<file path="config.mk">
export PLATFORM = sky130hd
export DESIGN_NAME = dmem_responder_flat
export DESIGN_NICKNAME = d
export VERILOG_FILES = /design/src/rtl/dmem_pkg.sv /design/src/rtl/dmem_responder_if.sv /design/src/rtl/dmem_ram.sv /design/src/rtl/dmem_responder.sv /design/src/flat_wrapper.sv
export SDC_FILE = /design/constraint.sdc
export NUM_CORES = 2
export LEC_CHECK = 0
export BUFFER_PORTS_ARGS = -buffer_cell sky130_fd_sc_hd__buf_2
export CAP_MARGIN = 20
export CORE_MARGIN = 3
export CORE_UTILIZATION = 35
export DETAILED_ROUTE_END_ITERATION = 10
export SETUP_SLACK_MARGIN = 0.15
export SYNTH_ARGS = -nofsm -noshare
export SYNTH_HDL_FRONTEND = slang
export SYNTH_SLANG_ARGS = --single-unit
</file>
<file path="constraint.sdc">
create_clock -name clk -period 3.6 [get_ports clk]
set_input_delay 0.54 -clock clk [delete_from_list [all_inputs] [get_ports clk]]
set_output_delay 0.54 -clock clk [all_outputs]
set_load 0.005 [all_outputs]
</file>
<file path="src/rtl/dmem_pkg.sv">
// Shared types and default constants for the data-memory responder.
// Monitor state encoding and the pass/scratch address defaults of the test program.
package dmem_pkg;

  typedef enum logic [1:0] {
    RUN  = 2'd0,
    PASS = 2'd1,
    FAIL = 2'd2
  } dmem_state_t;

  localparam logic [31:0] DMEM_PASS_ADDR    = 32'd84;
  localparam logic [31:0] DMEM_PASS_DATA    = 32'd7;
  localparam logic [31:0] DMEM_SCRATCH_ADDR = 32'd80;

  // True when a byte address is word aligned and inside a 2^aw-word memory.
  function automatic logic word_ok(input logic [31:0] addr, input int unsigned aw);
    return (addr[1:0] == 2'b00) && ((addr >> (aw + 2)) == 32'd0);
  endfunction

endpackage

</file>
<file path="src/rtl/dmem_responder_if.sv">
// Core-side store/load port: the core drives the master end, the responder the slave end.
// Loads are combinational; there is no backpressure, every store strobe is taken in its cycle.
interface dmem_responder_if;

  logic        memwrite;
  logic [31:0] dataaddr;
  logic [31:0] writedata;
  logic [31:0] readdata;

  modport master (output memwrite, output dataaddr, output writedata, input readdata);
  modport slave  (input memwrite, input dataaddr, input writedata, output readdata);

endinterface

</file>
<file path="src/rtl/dmem_ram.sv">
// 2^ADDR_W x 32 word array: write lands on the rising edge, read is combinational.
// No reset, so contents survive a reset of the surrounding logic; never stalls.
module dmem_ram #(
  parameter int ADDR_W = 6
) (
  input  logic              clk,
  input  logic              we,
  input  logic [ADDR_W-1:0] waddr,
  input  logic [31:0]       wdata,
  input  logic [ADDR_W-1:0] raddr,
  output logic [31:0]       rdata
);

  logic [31:0] mem_q [2**ADDR_W];

  always_ff @(posedge clk) begin
    if (we) begin
      mem_q[waddr] <= wdata;
    end
  end

  assign rdata = mem_q[raddr];

endmodule

</file>
<file path="src/rtl/dmem_responder.sv">
// Data-memory slave for the single-cycle core plus a sticky run/pass/fail completion monitor.
// Stores take 1 edge, loads 0 cycles; no backpressure, every strobe is serviced or flagged.
module dmem_responder
  import dmem_pkg::*;
#(
  parameter int          ADDR_W       = 6,
  parameter logic [31:0] PASS_ADDR    = DMEM_PASS_ADDR,
  parameter logic [31:0] PASS_DATA    = DMEM_PASS_DATA,
  parameter logic [31:0] SCRATCH_ADDR = DMEM_SCRATCH_ADDR,
  parameter bit          CHECK_EN     = 1'b1
) (
  input  logic                clk,
  input  logic                rst,
  dmem_responder_if.slave     bus,
  output logic                addr_err,
  output logic                done,
  output logic                pass,
  output logic [15:0]         wr_count,
  output logic [31:0]         last_wr_addr
);

  // A misplaced PASS_ADDR would make the PASS state unreachable.
  localparam bit PASS_ADDR_OK = (PASS_ADDR[1:0] == 2'b00) &&
                                ((PASS_ADDR >> (ADDR_W + 2)) == 32'd0);

  if (CHECK_EN && !PASS_ADDR_OK) begin : g_pass_addr_chk
    $error("dmem_responder: PASS_ADDR is misaligned or outside the memory");
  end

  logic [ADDR_W-1:0] idx;
  logic              in_range;
  logic              accept;
  logic [31:0]       ram_rdata;

  dmem_state_t state_q, state_d;
  logic        addr_err_q, addr_err_d;
  logic [15:0] wr_count_q, wr_count_d;
  logic [31:0] last_wr_addr_q, last_wr_addr_d;

  assign idx      = bus.dataaddr[ADDR_W+1:2];
  assign in_range = ((bus.dataaddr >> (ADDR_W + 2)) == 32'd0);
  assign accept   = bus.memwrite && word_ok(bus.dataaddr, ADDR_W);

  dmem_ram #(.ADDR_W(ADDR_W)) u_ram (
    .clk   (clk),
    .we    (accept),
    .waddr (idx),
    .wdata (bus.writedata),
    .raddr (idx),
    .rdata (ram_rdata)
  );

  // Sub-word offset is ignored on loads; out-of-range loads read as zero.
  assign bus.readdata = in_range ? ram_rdata : 32'h0;

  always_comb begin
    state_d = state_q;
    if (CHECK_EN && (state_q == RUN) && bus.memwrite) begin
      if ((bus.dataaddr == PASS_ADDR) && (bus.writedata == PASS_DATA)) begin
        state_d = PASS;
      end else if ((bus.dataaddr != SCRATCH_ADDR) || !accept) begin
        state_d = FAIL;
      end
    end
  end

  always_ff @(posedge clk or negedge rst) begin
    if (!rst) begin
      state_q <= RUN;
    end else begin
      state_q <= state_d;
    end
  end

  always_comb begin
    addr_err_d     = addr_err_q;
    wr_count_d     = wr_count_q;
    last_wr_addr_d = last_wr_addr_q;
    if (bus.memwrite) begin
      last_wr_addr_d = bus.dataaddr;
      if (!accept) begin
        addr_err_d = 1'b1;
      end else if (wr_count_q != 16'hFFFF) begin
        wr_count_d = wr_count_q + 16'd1;
      end
    end
  end

  always_ff @(posedge clk or negedge rst) begin
    if (!rst) begin
      addr_err_q     <= 1'b0;
      wr_count_q     <= 16'd0;
      last_wr_addr_q <= 32'd0;
    end else begin
      addr_err_q     <= addr_err_d;
      wr_count_q     <= wr_count_d;
      last_wr_addr_q <= last_wr_addr_d;
    end
  end

  assign addr_err     = addr_err_q;
  assign done         = (state_q != RUN);
  assign pass         = (state_q == PASS);
  assign wr_count     = wr_count_q;
  assign last_wr_addr = last_wr_addr_q;

endmodule

</file>
<file path="src/flat_wrapper.sv">
// flat-port wrapper written by rule: the top's interface ports become plain ports
module dmem_responder_flat import dmem_pkg::*;
#(
  parameter int          ADDR_W       = 6,
  parameter logic [31:0] PASS_ADDR    = DMEM_PASS_ADDR,
  parameter logic [31:0] PASS_DATA    = DMEM_PASS_DATA,
  parameter logic [31:0] SCRATCH_ADDR = DMEM_SCRATCH_ADDR,
  parameter bit          CHECK_EN     = 1'b1
)
  (clk, rst, addr_err, done, pass, wr_count, last_wr_addr, bus_memwrite, bus_dataaddr, bus_writedata, bus_readdata);
  dmem_responder_if bus_i ();
  input  logic clk;
  input  logic rst;
  output logic addr_err;
  output logic done;
  output logic pass;
  output logic [15:0] wr_count;
  output logic [31:0] last_wr_addr;
  input wire logic [$bits(bus_i.memwrite)-1:0] bus_memwrite;
  input wire logic [$bits(bus_i.dataaddr)-1:0] bus_dataaddr;
  input wire logic [$bits(bus_i.writedata)-1:0] bus_writedata;
  output wire logic [$bits(bus_i.readdata)-1:0] bus_readdata;
  assign bus_i.memwrite = bus_memwrite;
  assign bus_i.dataaddr = bus_dataaddr;
  assign bus_i.writedata = bus_writedata;
  assign bus_readdata = bus_i.readdata;
  dmem_responder #(.ADDR_W(ADDR_W), .PASS_ADDR(PASS_ADDR), .PASS_DATA(PASS_DATA), .SCRATCH_ADDR(SCRATCH_ADDR), .CHECK_EN(CHECK_EN)) u_core (.clk(clk), .rst(rst), .bus(bus_i), .addr_err(addr_err), .done(done), .pass(pass), .wr_count(wr_count), .last_wr_addr(last_wr_addr));
endmodule
</file>
==> impl_metrics.toml <==
[critical_path]
end_kind = "output port"
r2r_setup_slack_ns = 1.59
crit_required_ns = 3.06
cp-start-kind = "flop"
cp_max_fo = 1
cp.arrival_ns = 2.94
crit_type = "reg -> out"

[placement]
port-buffer-count = 149
dpl-instance-area_sq_um = 89800
gp_congestion = 0.828
hpwl_mm = 149

[clock_tree]
cts.sinks = 2099
worstSkewPairLatency_ns = 0.78
cts_inserted_buffers = 207
htreeDepth = 4
cts_tree = "built"
clockBufferDepth = 3
root_buffer = "clkbuf_16"
clk_pin_slew_ns = 0.06

[outcome]
outcome = "finished clean"

[sta]
finalSetupViolations = 0
post-route-period-util = 0.965
slew_viol_final = 0
rsz0062_at_grt = "true"
hold_violations = 0
clock.fmax_mhz = 288
maxSlewHeadroom = 0.428
worst_pin_slew_ns = 0.850
clock_skew_ns = 0.00127
final.min_clock_period_ns = 3.48

[synth]
yosysWarningCount = 0
syn_area_sq_um = 80700
syn_avg_cell_area_sq_um = 21.9
async_flop_share = 0.0243
synth_cells = 3690
ys_types = 74
ys_ff_latch = 2099
syn_nets = 3758
synth-edff-count = 2048
ys.flop_type = "edfxtp_1"
ys_seq_area_frac = 0.778

[grt]
grt_pass1_vias = 42400
grt_pass1_wl_mm = 328
grt.overflow.total = 0
grtUsageTotal = 0.195
grt_max_degree = 65
antenna_found_initial = 15

[detailed_routing]
vias = 42400
antenna_left = 0
wl_met2_mm = 112
avgViaCountPerCell = 5.60
firstDrtPassIters = 5
drc = 0
top_layer_used = "met5"
met3_length_mm = 20.5
routedWlPerCell_um = 30.9
drt_iter0_markers = 4863
totalWireLength_mm = 234
met1_length_mm = 94.3

[worst_hold_path]
hold_path.class = "in -> reg"

[die]
core_sq_um = 228000
die_area_sq_um = 236000
num_io_pins = 150
start_util = 0.353
die_x_um = 486
rows = 175
die_height_um = 486

[power_and_ir_drop]
leakagePower_nw = 31.5
ir_drop_v = 0.000497
power_mw = 51.0
power.density_nw_per_um2 = 523

[layout]
nNetsFinal = 4441
drive_gt1_frac = 0.338
syn2layout_area_growth_pct = 20.8
design_area_sq_um = 97600

[run]
drv_cap = 0
-- Yosys cell counts, drive strengths merged (6+ instances only) --
library cell | n | area, sq um
a22o | 31 | 272
xnor2 | 15 | 131
mux2 | 36 | 405
mux4 | 432 | 9730
edfxtp | 2048 | 61500
and3 | 15 | 93.8
and2 | 13 | 81.3
a221oi | 26 | 228
a31oi | 15 | 93.8
nor3 | 24 | 120
o21ai | 26 | 130
nand2b | 13 | 81.3
a211oi | 13 | 103
and4 | 7 | 61.3
nor2b | 20 | 125
inv | 7 | 26.3
nor4 | 17 | 106
a2111oi | 6 | 52.6
dfrtp | 51 | 1280
nand2 | 53 | 199
buf | 154 | 1140
a22oi | 140 | 1050
nor2 | 95 | 364
mux2i | 178 | 1780
nand3 | 59 | 295
clkbuf | 47 | 176
o22ai | 24 | 150
nand4 | 29 | 181
a21oi | 17 | 85.1
-- cell type report --
| type | count | area, sq um |
|---|---|---|
| antenna | 10 | 25.0 |
| multi-input combinational | 1382 | 17500 |
| tap | 3009 | 3760 |
| timing repair buffer | 675 | 6670 |
| clock buffer | 255 | 5420 |
| inverter | 8 | 30.0 |
| fill | 19600 | 131000 |
| sequential | 2099 | 62800 |
| clock inverter | 131 | 1370 |
-- through the flow --
stage          instances  utilization  hold slack (ns)  setup TNS, ns  setup slack [ns]
2_1_floorplan       3690            -            0.244         -40.66           -0.0462
3_3_place_gp        7132        0.393            0.468         -0.719            -0.355
3_5_place_dp        7132        0.393            0.479         -0.671            -0.329
4_1_cts             7555        0.426           0.0223              0            0.0346
5_1_grt             7564        0.427           0.0465              0            0.0381
6_report            7569        0.427           0.0818              0             0.125
-- metal layers --
metal | vias up | global-route usage
met5 | - | 0
met4 | 2 | 0.0585
met3 | 335 | 0.0384
met2 | 2045 | 0.313
met1 | 22900 | 0.271
li1 | 17100 | -
-- sequential cells by signal, indices dropped and copies added, names as in the netlist --
register,flops
u_core.u_ram.mem_q,2048
u_core.wr_count,16
u_core.addr_err,1
u_core.state_q,2
u_core.last_wr_addr,32
-- cell usage in the layout, fill, tap and decap left out, types with 55 or more instances in the layout --
cell type,instances
edfxtp_1,2048
buf_12,134
buf_4,351
mux4_2,432
clkinv_1,55
clkbuf_16,209
nor2_4,64
a22oi_1,135
nand3_1,57
mux2i_1,176
buf_2,140
-- logic make-up (layout without fill, tap and decap cells) --
logic type	Yosys count	count (layout)	synth area share
adders and majority gates	1	1	0.000155
AOI/OAI and AO/OA	340	340	0.0314
DFF	2099	2099	0.778
other	0	10	0
and+or+nand+nor	380	380	0.0250
muxes	646	646	0.148
buffers and inverters	209	1069	0.0167
xor gates and xnor gates	15	15	0.00163
-- critical path: stages, from the launching register on --
cell and delay [ns]:
edfxtp_1 0.39, mux4_2 0.48, a22o_4 0.31, a221oi_4 0.24, a31oi_4 0.16, buf_6 0.15
a31o_4 0.23, buf_6 0.12
-- power by group --
group	switching, mW	internal (mW)	total, mW
Clock	9.34	12.2	21.6
Combinational	1.51	1.03	2.54
Sequential	0.0216	26.8	26.9
-- path summary, 6_finish.rpt --
kind                                                 start                          to  cells past startpoint
worst max register to register          u_core.wr_count[0]          u_core.wr_count[1]                      6
max in group asynchronous                              rst     u_core.last_wr_addr[25]                      3
worst min-delay path                     bus_writedata[30]  u_core.u_ram.mem_q[28][30]                      1
worst max-delay path            u_core.u_ram.mem_q[13][12]            bus_readdata[12]                      7
min in group asynchronous                              rst      u_core.last_wr_addr[4]                      3
worst min register to register         u_core.wr_count[15]         u_core.wr_count[15]                      1
-- repair_timing --
item                                    4_1_cts  5_1_grt
buffers inserted                              7        3
gates cloned                                  2        1
hold buffers                                 28        0
endpoints found under the setup margin       23       21
hold endpoints to repair                     78        0
pin swaps                                    20        5
resized for setup                            71       26
Note: power is estimated with default switching activity, not from simulation.
